**src/rtl/redirect_ctrl.sv**
```systemverilog
`default_nettype none
// +----------------------------------------------------------------------------+
// | Module      : redirect_ctrl                                                |
// | Description : Branch-redirect generator for a four-issue front end. Finds  |
// |               the oldest taken branch/jump in a decoded 4-wide group and   |
// |               honours the MIPS delay slot. Produces per-lane kill masks    |
// |               for wrong-path lanes and a single registered PC redirect.    |
// |               A pending redirect is held across fetch stalls.              |
// | Ports       : clk, reset        - clock / async active-high reset          |
// |               grp_valid         - a decoded 4-lane group is presented      |
// |               br_taken[3:0]     - per-lane taken, lane 0 is oldest         |
// |               br_target         - per-lane targets, lane i at [i*PC_W+:]   |
// |               fetch_stall       - fetch cannot accept a redirect           |
// |               exc_flush         - exception flush, highest priority        |
// |               lane_kill[3:0]    - combinational kill mask for this group   |
// |               redir_valid       - one-cycle redirect pulse                 |
// |               redir_pc          - redirect target, valid with redir_valid  |
// |               busy              - controller not idle                      |
// |               redir_cnt         - saturating count of issued redirects     |
// | Revision    : 1.0  initial release                                         |
// +----------------------------------------------------------------------------+
module redirect_ctrl #(
  parameter int PC_W  = 32,
  parameter int CNT_W = 16
) (
  input  logic              clk,
  input  logic              reset,
  input  logic              grp_valid,
  input  logic [3:0]        br_taken,
  input  logic [4*PC_W-1:0] br_target,
  input  logic              fetch_stall,
  input  logic              exc_flush,
  output logic [3:0]        lane_kill,
  output logic              redir_valid,
  output logic [PC_W-1:0]   redir_pc,
  output logic              busy,
  output logic [CNT_W-1:0]  redir_cnt
);

  typedef enum logic [1:0] {
    IDLE    = 2'd0,
    WAIT_DS = 2'd1,
    HOLD    = 2'd2,
    REDIR   = 2'd3
  } state_t;

  localparam logic [CNT_W-1:0] C_CNT_MAX = {CNT_W{1'b1}};

  state_t            state_q, state_d;
  logic [PC_W-1:0]   pend_pc_q, pend_pc_d;
  logic              redir_valid_q, redir_valid_d;
  logic [PC_W-1:0]   redir_pc_q, redir_pc_d;
  logic [CNT_W-1:0]  cnt_q, cnt_d;

  logic              taken_any;
  logic [1:0]        k;
  logic [PC_W-1:0]   tgt_k;
  logic [3:0]        kill_k;

  // Oldest taken lane wins; younger taken lanes are on the wrong path anyway.
  always_comb begin
    taken_any = |br_taken;
    k         = 2'd0;
    casez (br_taken)
      4'b???1: k = 2'd0;
      4'b??10: k = 2'd1;
      4'b?100: k = 2'd2;
      4'b1000: k = 2'd3;
      default: k = 2'd0;
    endcase
  end

  // Target of the winning lane and the lanes beyond its delay slot (k+2..3).
  always_comb begin
    tgt_k  = br_target[0 +: PC_W];
    kill_k = 4'b0000;
    case (k)
      2'd0: begin tgt_k = br_target[0*PC_W +: PC_W]; kill_k = 4'b1100; end
      2'd1: begin tgt_k = br_target[1*PC_W +: PC_W]; kill_k = 4'b1000; end
      2'd2: begin tgt_k = br_target[2*PC_W +: PC_W]; kill_k = 4'b0000; end
      default: begin tgt_k = br_target[3*PC_W +: PC_W]; kill_k = 4'b0000; end
    endcase
  end

  always_comb begin
    state_d   = state_q;
    pend_pc_d = pend_pc_q;
    cnt_d     = cnt_q;
    lane_kill = 4'b0000;

    case (state_q)
      IDLE: begin
        if (grp_valid && taken_any) begin
          pend_pc_d = tgt_k;
          if (k == 2'd3) begin
            // Delay slot lives in the next group; nothing to kill yet.
            state_d = WAIT_DS;
          end else begin
            lane_kill = kill_k;
            state_d   = fetch_stall ? HOLD : REDIR;
          end
        end
      end
      WAIT_DS: begin
        if (grp_valid) begin
          // Lane 0 is the delay slot; branches in this group are ignored.
          lane_kill = 4'b1110;
          state_d   = fetch_stall ? HOLD : REDIR;
        end
      end
      HOLD: begin
        if (grp_valid) lane_kill = 4'b1111;
        if (!fetch_stall) state_d = REDIR;
      end
      REDIR: begin
        if (grp_valid) lane_kill = 4'b1111;
        state_d = IDLE;
        if (cnt_q != C_CNT_MAX) cnt_d = cnt_q + CNT_W'(1);
      end
      default: state_d = IDLE;
    endcase

    if (exc_flush) begin
      lane_kill = 4'b1111;
      state_d   = IDLE;
      cnt_d     = cnt_q;
    end

    // Pulse and target are registered on entry to REDIR so they line up with it.
    redir_valid_d = (state_d == REDIR);
    redir_pc_d    = (state_d == REDIR) ? pend_pc_d : redir_pc_q;
  end

  always_ff @(posedge clk or posedge reset) begin
    if (reset) begin
      state_q       <= IDLE;
      pend_pc_q     <= '0;
      redir_valid_q <= 1'b0;
      redir_pc_q    <= '0;
      cnt_q         <= '0;
    end else begin
      state_q       <= state_d;
      pend_pc_q     <= pend_pc_d;
      redir_valid_q <= redir_valid_d;
      redir_pc_q    <= redir_pc_d;
      cnt_q         <= cnt_d;
    end
  end

  // An exception arriving during the REDIR cycle cancels the pulse outright.
  assign redir_valid = redir_valid_q & ~exc_flush;
  assign redir_pc    = redir_pc_q;
  assign busy        = (state_q != IDLE);
  assign redir_cnt   = cnt_q;

endmodule
`default_nettype wire

```
**config.mk**
```make
export PLATFORM = sky130hd
export DESIGN_NAME = redirect_ctrl
export DESIGN_NICKNAME = d
export VERILOG_FILES = /design/src/rtl/redirect_ctrl.sv
export SDC_FILE = /design/constraint.sdc
export NUM_CORES = 1
export LEC_CHECK = 0
export ABC_AREA = 1
export ABC_CLOCK_PERIOD_IN_PS = 2980
export BUFFER_PORTS_ARGS = -buffer_cell sky130_fd_sc_hd__buf_2
export CAP_MARGIN = 15
export CELL_PAD_IN_SITES_DETAIL_PLACEMENT = 0
export CELL_PAD_IN_SITES_GLOBAL_PLACEMENT = 2
export CORE_ASPECT_RATIO = 0.5
export CORE_MARGIN = 4
export CORE_UTILIZATION = 23
export CTS_CLUSTER_SIZE = 16
export DETAILED_ROUTE_END_ITERATION = 8
export PLACE_DENSITY = 0.86
export SETUP_SLACK_MARGIN = 0.02
export SYNTH_ARGS = -nofsm -noshare
export SYNTH_HDL_FRONTEND = slang
export SYNTH_SLANG_ARGS = --single-unit
```
**constraint.sdc**
```tcl
create_clock -name clk -period 2.98 [get_ports clk]
set_clock_uncertainty 0.15 [all_clocks]
set_input_delay 0.596 -clock clk [delete_from_list [all_inputs] [get_ports clk]]
set_output_delay 0.596 -clock clk [all_outputs]
set_load 0.005 [all_outputs]
```
==> impl_results.md <==
- Outcome: finished, final reports clean
- Sink Count: 83
- CTS Buf Count: 9
- Cell variety after synth: 27
- Die area: 23820 um2
- Cells after synthesis: approximately 740
- Slew Limit Fails: 0
- Diodes inserted: 0
- Sequential area share after synthesis: 42.44%
- Required @ worst endpoint: 2.23 ns
- Worst-path clk slew: 0.07 ns
- Met3 Usage GRT: 2.711%
- Port Buffers: 190
- # setup viols final: 0
- Sw Share: 33.15%
- Die Ht: 111.1 um
- Clock share of power: 30.9%
- Fin crit period: roughly 2.3 ns
- Post-route ant nets: 0
- Origin of the critical flop-to-flop path: state_q[1]
- Syn. warnings: 0
- Hold_buf cts: 0
- WL final: 17080 um
- Fillers: 2315
- Gpl congestion: 0.8536
- Worst Setup Start Kind: flip-flop
- Starting Density: 23.59%
- Worst slew margin: a little under half
- CP arrival: 1.58 ns
- EDFF count, synth: 0
- Commonest non-fill, non-tap cell in the layout: nand2_1
- Worst setup path endpoint: lane_kill[2]
- Die Width: around 210 um
- Setup TNS: 0 ns
- Buffer and inverter count on the worst path: 2
- Core area: approximately 21000 um2
- Fin. Hold Viols: 0
- First-pass GRT wire length: 26690 um
- Largest net degree at the start of global routing: between 40 and 50
- Register bit total from synthesis: 83
- Period utilization: around four fifths
- Top Usage Layer GRT: met2
- Nets@finish: around 1.1k
- Comb pwr share: 27.9%
- Flop2flop setup slack: 0.72 ns
- Sequential Power Share: 41.3%
- FMAX: 430.0 MHz
- Int Power: 2.695 mW
- Critical Path End Type: output pin
- Initial DRC Count: around 320
- Cell Pwr Density: 628.2 nW/um2
- GR Layer Usage met1: around 19%
- Average size of a mapped cell: roughly 6.6 um2
- Root cell of the clock tree: clkbuf_16
- Post-DP HPWL: roughly 13000 um
- RSZ-0062 raised after global routing: no
- Synth area leaders: dfrtp_1 42%, nand2_1 22%, nor2_1 11%
- Syn Nets: about 900
- Switching power: 1.336 mW
- Pre-antenna DRT Iters: 4
- LEAKAGE: ~3.7 nW
- Synth Flop Type: dfrtp_1
- Total global routing overflow: 0
- Clk Latency, worst-skew pair: 0.34 ns
- CP Cell Sequence: nor2_2, inv_1, a21oi_1, o21ai_0, buf_2
- Highest-count cells in the layout ignoring fill and taps: 292 x nand2_1, 190 x buf_2, 145 x nor2_1
- DR vias/cell: 4.196
- Peak VDD IR: 0.2608 mV
- Synth area leader: dfrtp_1
- Final core occ: 30.94%
- Initial antenna violation count: 1
- Post-synth ARST share: 100.0%
- Critical path depth: 5
- Post-CTS Resized: 0
- Vias after detailed routing: 5002
- Delay of the slowest critical-path stage: 0.41 ns
- R2r endpoint: redir_pc[30]
- GR Util All Layers: 14.02%
- Synthesized cell area: 4893 um2
- Max H-tree Level: 3
- Hold WS: around 0.22 ns
- Dominant delay contributor by cell family on the critical path: flip-flops
- Fraction of layout cells with a size suffix above 1: a little over a quarter
- Postcts setup bufs: 0
- M2 GR Usage: 23.47%
- Area Overhead vs Synth: 31.14%
- CP max stage cell: dfrtp_1
- Number of global-route vias before repair: 4851
- TritonCTS clock tree: done
- CTS max path bufs: 2
- I/O pin cnt: about 190
- DRC: 0
- Proportion of netlist area held by the largest area contributor: 42.44%
- Critical setup path kind: flip-flop to output pin
- Hold Path Class: primary input to async pin
- Crit path from: state_q[1]
- Maxcap violations: 0
- Worst-Margin Slew: 0.8135 ns
- Rows: 37
- Critical Path Fanout Max: 4
- Worst R2R Path Depth: 8
- Routed len/inst: 14.32 um
-- cell type report --
type | instances | area, um2 | share of cell area [%]
Clock buffer | 9 | 225.2 | 3.509
Clock inverter | 7 | 105.1 | 1.638
Inverter | 58 | 219.0 | 3.412
Multi-Input combinational cell | 562 | 2386 | 37.18
Sequential cell | 83 | 2077 | 32.36
Tap cell | 273 | 341.6 | 5.323
Timing Repair Buffer | 200 | 1064 | 16.57
-- synth_stat cells, types with 3 or more instances --
cell and n:
buf_6 4, nor2_1 145, nand3_1 72, nand2_1 293, xnor2_1 3, dfrtp_1 83, a21oi_1 4, nand2_2 11
buf_4 4, nand4_1 4, nor2_2 3, inv_1 52, buf_2 22, o21ai_0 5, clkbuf_1 4, nor3_1 5
nor2_4 3, xor2_1 7, inv_2 5
-- metrics by stage --
step / area (um2) / total power, mW / worst slack, ns / std cells
finish: 6417 / 4.031 / 0.6546 / 1192
global placement: 6087 / 2.818 / 0.4550 / 1176
global route: 6417 / 4.311 / 0.4478 / 1192
detailed placement: 6087 / 2.826 / 0.4521 / 1176
CTS: 6417 / 4.101 / 0.6237 / 1192
floorplan: 4893 / 2.273 / 0.09721 / 738
-- worst min path at each step --
| stage | startpoint | end | slack, ns | cells after the start |
|---|---|---|---|---|
| 2_1_floorplan | pend_pc_q[0] | pend_pc_q[0] | 0.29 | 2 |
| 3_3_place_gp | pend_pc_q[5] | pend_pc_q[5] | 0.31 | 2 |
| 3_5_place_dp | redir_pc[29] | redir_pc[29] | 0.31 | 2 |
| 4_1_cts | reset | redir_cnt[15] | 0.24 | 2 |
| 5_1_grt | reset | redir_cnt[13] | 0.26 | 2 |
| 6_report | reset | redir_cnt[11] | 0.22 | 2 |
-- state kept, by name, summed over array words and instances, names as in the netlist --
name	count
redir_cnt	16
redir_valid_q	1
redir_pc	32
state_q	2
pend_pc_q	32
-- kinds of logic after synthesis --
family | Yosys count | synth area share (%)
flip-flops | 83 | 42.44
buffers and inverters | 93 | 8.949
adder cells (fa/ha/maj) | 1 | 0.2556
XOR/XNOR | 10 | 1.790
AO/OA/AOI/OAI | 12 | 1.355
AND/OR/NAND/NOR | 539 | 45.21
-- layer usage --
metal  share of wire [%]  vias to the layer above
li1                    -                     2593
met1                  47                     2312
met2                  48                       81
met3                 3.9                       14
met4                 1.3                        2
met5               0.076                        -
-- power by group through the flow --
stage / combinational, mW / clock [mW] / sequential [mW]
after floorplan: 0.607 / 0 / 1.67
after global placement: 1.13 / 0 / 1.69
after detailed placement: 1.14 / 0 / 1.69
after CTS: 1.15 / 1.28 / 1.67
after global routing: 1.27 / 1.33 / 1.71
final: 1.12 / 1.24 / 1.66
(Power assumes the default switching activity.)
